## src/rtl/spi_motor_rx_if.sv

```systemverilog
// SPI slave pins plus the two motor speed words, grouped for the spi_motor_rx port list.
interface spi_motor_rx_if;
  logic       sck;
  logic       sdi;
  logic       sdo;
  logic [7:0] motor1;
  logic [7:0] motor2;

  modport master (output sck, sdi, input sdo, motor1, motor2);
  modport slave  (input sck, sdi, output sdo, motor1, motor2);
endinterface

```

## src/rtl/spi_motor_rx.sv

```systemverilog
// Oversampled mode-0 SPI slave: 16-bit frames -> motor1/motor2, previous frame echoed on sdo.
// Optional idle-timeout resync of partial frames: define SPI_RESYNC_EN.
module spi_motor_rx #(
  parameter int SYNC_STAGES  = 2,
  parameter int IDLE_TIMEOUT = 1024
) (
  input  logic           clk,
  input  logic           reset,
  spi_motor_rx_if.slave  bus
);

  if (SYNC_STAGES < 2) begin : g_chk_sync
    $error("SYNC_STAGES must be at least 2");
  end
  if (IDLE_TIMEOUT < 1) begin : g_chk_idle
    $error("IDLE_TIMEOUT must be at least 1");
  end

  logic [SYNC_STAGES-1:0] sck_sync, sdi_sync;
  logic                   sck_d;
  logic                   sck_s, sdi_s, rise, fall;
  logic [15:0]            shreg, shift_nxt, tx;
  logic [3:0]             bitcnt;
  logic [7:0]             motor1_q, motor2_q;
  logic                   idle_hit;

  // Synchronizers are left unreset so a reset while sck is high cannot fake a rise.
  always_ff @(posedge clk) begin
    sck_sync <= {sck_sync[SYNC_STAGES-2:0], bus.sck};
    sdi_sync <= {sdi_sync[SYNC_STAGES-2:0], bus.sdi};
    sck_d    <= sck_s;
  end

  assign sck_s     = sck_sync[SYNC_STAGES-1];
  assign sdi_s     = sdi_sync[SYNC_STAGES-1];
  assign rise      = sck_s & ~sck_d;
  assign fall      = ~sck_s & sck_d;
  assign shift_nxt = {shreg[14:0], sdi_s};

`ifdef SPI_RESYNC_EN
  localparam int IW = $clog2(IDLE_TIMEOUT + 1);
  logic [IW-1:0] idle;

  always_ff @(posedge clk) begin
    if (reset)                           idle <= '0;
    else if (rise || fall)               idle <= '0;
    else if (idle != IW'(IDLE_TIMEOUT))  idle <= idle + 1'b1;
  end

  assign idle_hit = (idle == IW'(IDLE_TIMEOUT)) && (bitcnt != 4'd0);
`else
  assign idle_hit = 1'b0;
`endif

  always_ff @(posedge clk) begin
    if (reset) begin
      shreg    <= '0;
      bitcnt   <= '0;
      motor1_q <= '0;
      motor2_q <= '0;
    end else if (rise) begin
      shreg  <= shift_nxt;
      bitcnt <= bitcnt + 4'd1;
      if (bitcnt == 4'd15) begin
        motor1_q <= shift_nxt[15:8];
        motor2_q <= shift_nxt[7:0];
      end
    end else if (idle_hit) begin
      shreg  <= '0;
      bitcnt <= '0;
    end
  end

  // The fall right after a frame completes must not shift, so bit 15 of the
  // new TX word is still on sdo for the first rise of the next frame.
  always_ff @(posedge clk) begin
    if (reset)                             tx <= '0;
    else if (rise && bitcnt == 4'd15)      tx <= shift_nxt;
    else if (fall && bitcnt != 4'd0)       tx <= {tx[14:0], 1'b0};
  end

  assign bus.sdo    = tx[15];
  assign bus.motor1 = motor1_q;
  assign bus.motor2 = motor2_q;

endmodule

```

## src/flat_wrapper.sv

```systemverilog
// flat-port wrapper written by rule: the top's interface ports become plain ports
module spi_motor_rx_flat 
#(
  parameter int SYNC_STAGES  = 2,
  parameter int IDLE_TIMEOUT = 1024
)
  (clk, reset, bus_sck, bus_sdi, bus_sdo, bus_motor1, bus_motor2);
  spi_motor_rx_if bus_i ();
  input  logic clk;
  input  logic reset;
  input wire logic [$bits(bus_i.sck)-1:0] bus_sck;
  input wire logic [$bits(bus_i.sdi)-1:0] bus_sdi;
  output wire logic [$bits(bus_i.sdo)-1:0] bus_sdo;
  output wire logic [$bits(bus_i.motor1)-1:0] bus_motor1;
  output wire logic [$bits(bus_i.motor2)-1:0] bus_motor2;
  assign bus_i.sck = bus_sck;
  assign bus_i.sdi = bus_sdi;
  assign bus_sdo = bus_i.sdo;
  assign bus_motor1 = bus_i.motor1;
  assign bus_motor2 = bus_i.motor2;
  spi_motor_rx #(.SYNC_STAGES(SYNC_STAGES), .IDLE_TIMEOUT(IDLE_TIMEOUT)) u_core (.clk(clk), .reset(reset), .bus(bus_i));
endmodule
```

## config.mk

```make
export PLATFORM = sky130hd
export DESIGN_NAME = spi_motor_rx_flat
export DESIGN_NICKNAME = d
export VERILOG_FILES = /design/src/rtl/spi_motor_rx_if.sv /design/src/rtl/spi_motor_rx.sv /design/src/flat_wrapper.sv
export SDC_FILE = /design/constraint.sdc
export NUM_CORES = 1
export LEC_CHECK = 0
export ABC_AREA = 1
export ABC_CLOCK_PERIOD_IN_PS = 2400
export CAP_MARGIN = 20
export CORE_MARGIN = 2
export CORE_UTILIZATION = 59
export CTS_BUF_LIST = sky130_fd_sc_hd__clkbuf_8 sky130_fd_sc_hd__clkbuf_16
export DETAILED_ROUTE_END_ITERATION = 12
export GPL_ROUTABILITY_DRIVEN = 0
export GPL_TIMING_DRIVEN = 0
export PLACE_DENSITY = 0.82
export SYNTH_ARGS = -nofsm -noshare
export SYNTH_HDL_FRONTEND = slang
export SYNTH_SLANG_ARGS = --single-unit
export TNS_END_PERCENT = 50
```

## constraint.sdc

```tcl
create_clock -name clk -period 2.4 [get_ports clk]
set_input_delay 0.36 -clock clk [delete_from_list [all_inputs] [get_ports clk]]
set_output_delay 0.36 -clock clk [all_outputs]
set_load 0.02 [all_outputs]
```

==> impl_results.md, run 1 <==
- Reg-to-reg critical path startpoint: u_core.bitcnt[1]
- Buffers inserted during post-CTS setup optimization: 0
- Cells after Synth: 273
- Die area: 4140 um^2
- CP Data Required Time: ~2000 ps
- Critical Path Max Stage Delay: 620 ps
- Number of buffers created by CTS: 5
- Die Ht: 64.3 um
- Final global-route overflow total: 0
- Number of H-tree levels: 2
- Share of post-route cells with drive strength above 1: 11.0%
- DR WL/cell: ~13 um
- I/O pin count: 21
- Area of the multi-input gates: 856 um^2
- Top achievable clock speed: slightly above 600 MHz
- Final hold violation count: 0
- Final wirelength: 4430 um
- Number of detailed-route iterations in the first pass: 4
- Post-synth ARST share: 0%
- Post-route DRC violation count: 0
- Tightest Pin Transition: between 500 and 600 ps
- Detailed router's first-iteration violation count: roughly 140
- Time the worst path needs with I/O delays and setup: 1650 ps
- Horizontal die dimension: about 64 um
- Cell area after synthesis: 2150 um^2
- Area leader, netlist: sky130_fd_sc_hd__dfxtp_1
- Antenna diode instance count: 0
- Status: completed
- Fill count: 275
- Synth top area share: 52.2%
- Number of antenna violations at the first check in global routing: 0
- Launching element type of the critical path: register
- Vias per Instance: 5.28
- Worst slew slack as a fraction of its limit: 64.0%
- Critical path, cell by cell: clkdlybuf4s50_1
- Final cell area excluding filler cells: about 2500 um^2
- Leading cell types by total area after synthesis: sky130_fd_sc_hd__dfxtp_1 52%, sky130_fd_sc_hd__nand3_1 7.9%, sky130_fd_sc_hd__nand2_1 7.9%
- Slowest CP cell: sky130_fd_sc_hd__clkdlybuf4s50_1
- Setup repair after global routing missed its margin: false
- Std cell rows: 21
- Clock edge transition at the registers on the reported setup and hold paths: 90 ps
- Via Count: approximately 1800
- Bufs on Longest Clock Path: 2
- Min-Delay Startpoint: u_core.sck_sync[0]
- Hpwl dp: a little over 3000 um
- Yosys warnings: 0
- Count of maximum capacitance violations: 0
- Root Buffer: sky130_fd_sc_hd__clkbuf_8
- Later-pin clock latency in the skew report: 310 ps
- Number of unique standard cell types used by synthesis: 20
- Number of enable flip-flop cells after synthesis: 0
- Final TNS setup: 0 ps
- Sinks on the clock net: 56
- Pwr/cell area: about 660 nW/um^2
- Post-detailed-placement cell area: ~2400 um^2
- Critical Path Start: u_core.bus.motor2[0]
- Mean post-synth cell area: 7.86 um^2
- Remaining antenna violation count after routing: 0
- Final worst clock skew: ~5.8 ps
- Class of the tightest hold or removal check: reg -> reg
- Combined global-route utilization of all metal layers: 24.2%
- Final setup violation count: 0
- Wire length of the first global-routing pass: 7640 um
- Worst IR drop on VDD: 0.000529 V
- Largest net degree at the start of global routing: 17
- Starting utilization of the core area: 62.9%
- Net count of the mapped netlist: 279
- Period utilisation layout: roughly 69%
- CP Data Arrival Time: 1290 ps
- Number of register bits inferred by synthesis: 56
- Largest fanout on the critical path: 2
- Lkg Pwr: 0.977 nW
- Worst Setup Path Type: reg -> out
- Reg area: between 1000 and 1500 um^2
- Worst Path Buf+Inv: 1
- Category of cells accounting for the largest share of critical-path delay: buffers and inverters
- Number of global-route vias before repair: 1747
- Count of port buffers added during placement: 19
- Sequential area share after synthesis: 52.2%
- CTS tree: done
- Number of pins with negative max-slew slack in the final report: 0
- Quantity of hold-fixing buffers added after cts: 0
- Area growth from synthesis to layout: 16.6%
- Critical path endpoint category: primary output
- Core Area: ~3400 um^2
- Top_reg_cell synth: sky130_fd_sc_hd__dfxtp_1
- Count of instances resized after the clock tree is built: 0
- Fin nets: 305
logic make-up (layout without fill, tap and decap cells):
group | Yosys count | count (layout) | synth area share (%)
adders and majority gates | 2 | 2 | 1.17
and+or+nand+nor | 126 | 126 | 26.5
AOI/OAI and AO/OA | 51 | 51 | 12.2
DFF | 56 | 56 | 52.2
buffers and inverters | 38 | 65 | 7.92
where the power goes:
part / switching, mW / leakage, nW / internal, mW
clock: 0.297 / 0.0593 / 0.306
sequential: 0.0167 / 0.456 / 0.951
combinational: 0.0619 / 0.462 / 0.0282
Yosys cell counts, types with 2 or more instances:
| master | instances |
|---|---|
| sky130_fd_sc_hd__nor2_1 | 34 |
| sky130_fd_sc_hd__a21oi_2 | 2 |
| sky130_fd_sc_hd__nand2_2 | 8 |
| sky130_fd_sc_hd__nand3_2 | 2 |
| sky130_fd_sc_hd__clkbuf_1 | 5 |
| sky130_fd_sc_hd__inv_1 | 20 |
| sky130_fd_sc_hd__a21oi_1 | 31 |
| sky130_fd_sc_hd__dfxtp_1 | 56 |
| sky130_fd_sc_hd__o21ai_0 | 18 |
| sky130_fd_sc_hd__buf_2 | 7 |
| sky130_fd_sc_hd__nand3_1 | 34 |
| sky130_fd_sc_hd__nand2_1 | 45 |
| sky130_fd_sc_hd__ha_1 | 2 |
| sky130_fd_sc_hd__inv_2 | 3 |
flip-flops by register name (all words and copies together), names as in the netlist:
register / cells
u_core.shreg: 15
u_core.sck_sync: 2
u_core.sck_d: 1
u_core.tx: 16
u_core.sdi_sync: 2
u_core.bitcnt: 4
u_core.bus.motor1: 8
u_core.bus.motor2: 8
per-layer routing:
layer  wire length (um)  global-route usage, %
met5                  0                      0
met1               2050                   32.4
met2               2020                   38.0
met4                102                   10.9
met3                252                   4.75
cells in the final DEF (no fill, tap or decap), drive strengths merged:
cell,count
clkinv,1
nor2,36
o21ai,18
inv,24
clkbuf,10
a21oi,33
nand3,36
ha,2
buf,10
dfxtp,56
clkdlybuf4s50,19
nand2,53
nor3,1
bufinv,1
stage by stage:
step                      hold WS, ps  worst slack [ps]  cells  power [mW]  utilization [%]
after floorplan                   310              1150    273        1.05                -
after global placement            311               959    338        1.08             70.1
after detailed placement          315               938    338        1.08             70.1
after CTS                         337               746    346        1.66             73.3
after global routing              341               713    346        1.72             73.3
final                             335               753    346        1.66             73.3
cell type report:
type                            count  share of cell area [%]
Clock inverter                      3                    1.55
Multi-Input combinational cell    179                    34.2
Clock buffer                        5                    2.75
Sequential cell                    56                    44.8
Tap cell                           46                    2.30
Inverter                           23                    3.45
Buffer                             15                    3.35
Timing Repair Buffer               19                    7.60
final timing paths:
check | cells past startpoint | endpoint | slack [ps]
setup / recovery | 1 | bus_motor2[0] | 750
hold / removal | 0 | u_core.sck_sync[1] | 330
setup reg to reg | 8 | u_core.tx[7] | 900
hold reg to reg | 0 | u_core.sck_sync[1] | 330
worst register-to-register path, cell delays in order (launching register included):
cell                      delay, ps
sky130_fd_sc_hd__dfxtp_1        390
sky130_fd_sc_hd__ha_1           240
sky130_fd_sc_hd__nand3_2        140
sky130_fd_sc_hd__nor2_8         170
sky130_fd_sc_hd__buf_8          160
sky130_fd_sc_hd__nand2_1        110
sky130_fd_sc_hd__nand2_1         80
sky130_fd_sc_hd__inv_1           50
sky130_fd_sc_hd__a21oi_2         90
Note: power is estimated with default switching activity, not from simulation.
==> run 2, diff against run 1 <==
--- a/config.mk
+++ b/config.mk
@@ -6,15 +6,15 @@
 export NUM_CORES = 1
 export LEC_CHECK = 0
 export ABC_AREA = 1
-export ABC_CLOCK_PERIOD_IN_PS = 2400
+export ABC_CLOCK_PERIOD_IN_PS = 1700
 export CAP_MARGIN = 20
 export CORE_MARGIN = 2
-export CORE_UTILIZATION = 59
+export CORE_UTILIZATION = 55
 export CTS_BUF_LIST = sky130_fd_sc_hd__clkbuf_8 sky130_fd_sc_hd__clkbuf_16
 export DETAILED_ROUTE_END_ITERATION = 12
 export GPL_ROUTABILITY_DRIVEN = 0
 export GPL_TIMING_DRIVEN = 0
-export PLACE_DENSITY = 0.82
+export PLACE_DENSITY = 0.77
 export SYNTH_ARGS = -nofsm -noshare
 export SYNTH_HDL_FRONTEND = slang
 export SYNTH_SLANG_ARGS = --single-unit
==> constraint.sdc (replaced) <==
create_clock -name clk -period 1.7 [get_ports clk]
set_input_delay 0.255 -clock clk [delete_from_list [all_inputs] [get_ports clk]]
set_output_delay 0.255 -clock clk [all_outputs]
set_load 0.02 [all_outputs]
==> impl_results.md, run 2 (synthesized netlist as in run 1, its figures left out) <==
- Period utilisation layout: 89.8%
- Die Ht: 66.5 um (+3.4%)
- Die area: 4420 um^2 (+6.8%)
- Sinks on the clock net: 56 (unchanged)
- Tightest Pin Transition: 643 ps (+103 ps)
- Class of the tightest hold or removal check: in -> reg
- Lkg Pwr: 0.971 nW (-0.57%)
- Area growth from synthesis to layout: 15.9%
- Post-detailed-placement cell area: 2400 um^2 (+0.10%)
- Worst slack on hold paths: 312 ps (-22.6 ps)
- Final worst clock skew: 10.9 ps (+5.13 ps)
- Worst R2R Setup Slack: 190 ps (-710 ps)
- Category of cells accounting for the largest share of critical-path delay: buffers and inverters
- Critical path, cell by cell: clkdlybuf4s50_1
- Vias per Instance: 5.12 (-3.1%)
- Critical path endpoint category: primary output
- Largest net degree at the start of global routing: 16 (-1)
- DR WL/cell: 12.4 um (-2.9%)
- Number of global-route vias before repair: 1619 (-7.3%)
- CP Data Arrival Time: 1270 ps (-20 ps)
- Worst Path Buf+Inv: 1 (unchanged)
- Worst slew slack as a fraction of its limit: 57.1% (-6.9 points)
- Slowest CP cell: sky130_fd_sc_hd__clkdlybuf4s50_1
- Register with the highest flop count: u_core.tx
- Count of port buffers added during placement: 19 (unchanged)
- Share of post-route cells with drive strength above 1: 10.7% (-0.33 points)
- Most frequent cells in the layout: 56 x sky130_fd_sc_hd__dfxtp_1, 45 x sky130_fd_sc_hd__nand2_1, 34 x sky130_fd_sc_hd__nor2_1, 34 x sky130_fd_sc_hd__nand3_1, 31 x sky130_fd_sc_hd__a21oi_1
- Starting utilization of the core area: 57.8% (-5.1 points)
- CP Data Required Time: 1440 ps (-600 ps)
- Clock edge transition at the registers on the reported setup and hold paths: 90 ps (about the same)
- Number of H-tree levels: 2 (unchanged)
- Combined global-route utilization of all metal layers: 22.5% (-1.7 points)
- Count of maximum capacitance violations: 0 (unchanged)
- Via Count: 1781 (-2.6%)
- Final hold violation count: 0 (unchanged)
- Core Area: 3720 um^2 (+8.8%)
- Biggest regs: u_core.tx x16, u_core.shreg x15
- Final cell area excluding filler cells: 2490 um^2 (-0.60%)
- Worst Setup Path Type: reg -> out
- Buffers inserted during post-CTS setup optimization: 0 (unchanged)
- CTS tree: done
- Final global-route overflow total: 0 (unchanged)
- Std cell rows: 22 (+4.8%)
- Number of buffers created by CTS: 5 (unchanged)
- Final setup violation count: 0 (unchanged)
- Quantity of hold-fixing buffers added after cts: 0 (unchanged)
- Pwr/cell area: 888 nW/um^2 (+34%)
- Bufs on Longest Clock Path: 2 (unchanged)
- Final standard cell count with taps included and fillers excluded: 348 (+0.58%)
- Post-route DRC violation count: 0 (unchanged)
- Flip-flop count of the largest register after layout: 16 (unchanged)
- Critical Path Max Stage Delay: 610 ps (about the same)
- Wire length of the first global-routing pass: 7360 um (-3.7%)
- Setup repair after global routing missed its margin: false
- Number of pins with negative max-slew slack in the final report: 0 (unchanged)
- Count of instances resized after the clock tree is built: 0 (unchanged)
- Final wirelength: 4330 um (-2.3%)
- Number of antenna violations at the first check in global routing: 0 (unchanged)
- Antenna diode instance count: 0 (unchanged)
- DP Cell Count: 340 (+0.59%)
- Hpwl dp: 3060 um (-0.57%)
- Launching element type of the critical path: register
- Worst IR drop on VDD: 0.000536 V (+1.3%)
- Root Buffer: sky130_fd_sc_hd__clkbuf_8
- Fin nets: 305 (unchanged)
- Horizontal die dimension: 66.5 um (+3.4%)
- Detailed router's first-iteration violation count: 149 (+8.0%)
- Later-pin clock latency in the skew report: 310 ps (about the same)
- Time the worst path needs with I/O delays and setup: 1530 ps
- Leading cell type in the layout, fill and taps excluded: sky130_fd_sc_hd__dfxtp_1
- Final TNS setup: 0 ps (unchanged)
- Number of detailed-route iterations in the first pass: 4 (unchanged)
- Status: completed
- Remaining antenna violation count after routing: 0 (unchanged)
- Largest fanout on the critical path: 2 (unchanged)
- I/O pin count: 21 (unchanged)
- Top achievable clock speed: 655 MHz
==> run 2: cell types whose count changed in the layout (fill, tap and decap cells not counted) <==
cell and change:
sky130_fd_sc_hd__bufinv_16 -1, sky130_fd_sc_hd__inv_1 +1, sky130_fd_sc_hd__clkbuf_8 +1, sky130_fd_sc_hd__clkinv_2 -1
==> run 2: report_power, final <==
| part | switching [mW] | internal (mW) | leakage (nW) | total, mW |
|---|---|---|---|---|
| Sequential | 0.0226 | 1.34 | 0.456 | 1.37 |
| Clock | 0.395 | 0.321 | 0.0538 | 0.716 |
| Combinational | 0.0877 | 0.0397 | 0.462 | 0.127 |
==> run 2: layout make-up <==
type | count | area (um^2)
inverter | 23 | 86.3
clock inverter | 2 | 7.51
buffer | 15 | 83.8
fill | 323 | 1230
sequential | 56 | 1120
clock buffer | 6 | 82.6
multi-input combinational | 179 | 856
timing repair buffer | 19 | 190
tap | 48 | 60.1
==> run 2: final timing paths <==
kind	depth (start not counted)	end	startpoint
worst min register to register	0	u_core.sdi_sync[1]	u_core.sdi_sync[0]
worst max-delay path	1	bus_motor1[4]	u_core.bus.motor1[4]
worst max register to register	7	u_core.tx[7]	u_core.bitcnt[1]
worst min-delay path	2	u_core.bus.motor1[1]	reset
==> run 2: worst reg2reg max path, stage by stage, from the launching register on <==
cell                      delay, ps
sky130_fd_sc_hd__dfxtp_1        340
sky130_fd_sc_hd__inv_1           80
sky130_fd_sc_hd__ha_1           160
sky130_fd_sc_hd__nand3_2        180
sky130_fd_sc_hd__nand2_2        180
sky130_fd_sc_hd__buf_2          240
sky130_fd_sc_hd__nand3_1        120
sky130_fd_sc_hd__a21oi_2        150
==> run 2: layer usage <==
| metal | part of all wire, % | vias up | wire [um] | GRT usage (%) |
|---|---|---|---|---|
| met1 | 51 | 806 | 2190 | 30.0 |
| met3 | 4.0 | 5 | 172 | 6.08 |
| li1 | - | 928 | - | - |
| met2 | 44 | 42 | 1880 | 33.9 |
| met4 | 1.8 | 0 | 78 | 10.7 |
| met5 | 0 | - | 0 | 0 |
==> run 2: through the flow <==
stage / setup WS, ps / utilization [%] / power, mW
after floorplan: 449 / - / 1.49
after global placement: 240 / 64.5 / 1.52
after detailed placement: 190 / 64.5 / 1.52
after CTS: 155 / 66.9 / 2.23
after global routing: 73.6 / 66.9 / 2.30
final: 174 / 66.9 / 2.21
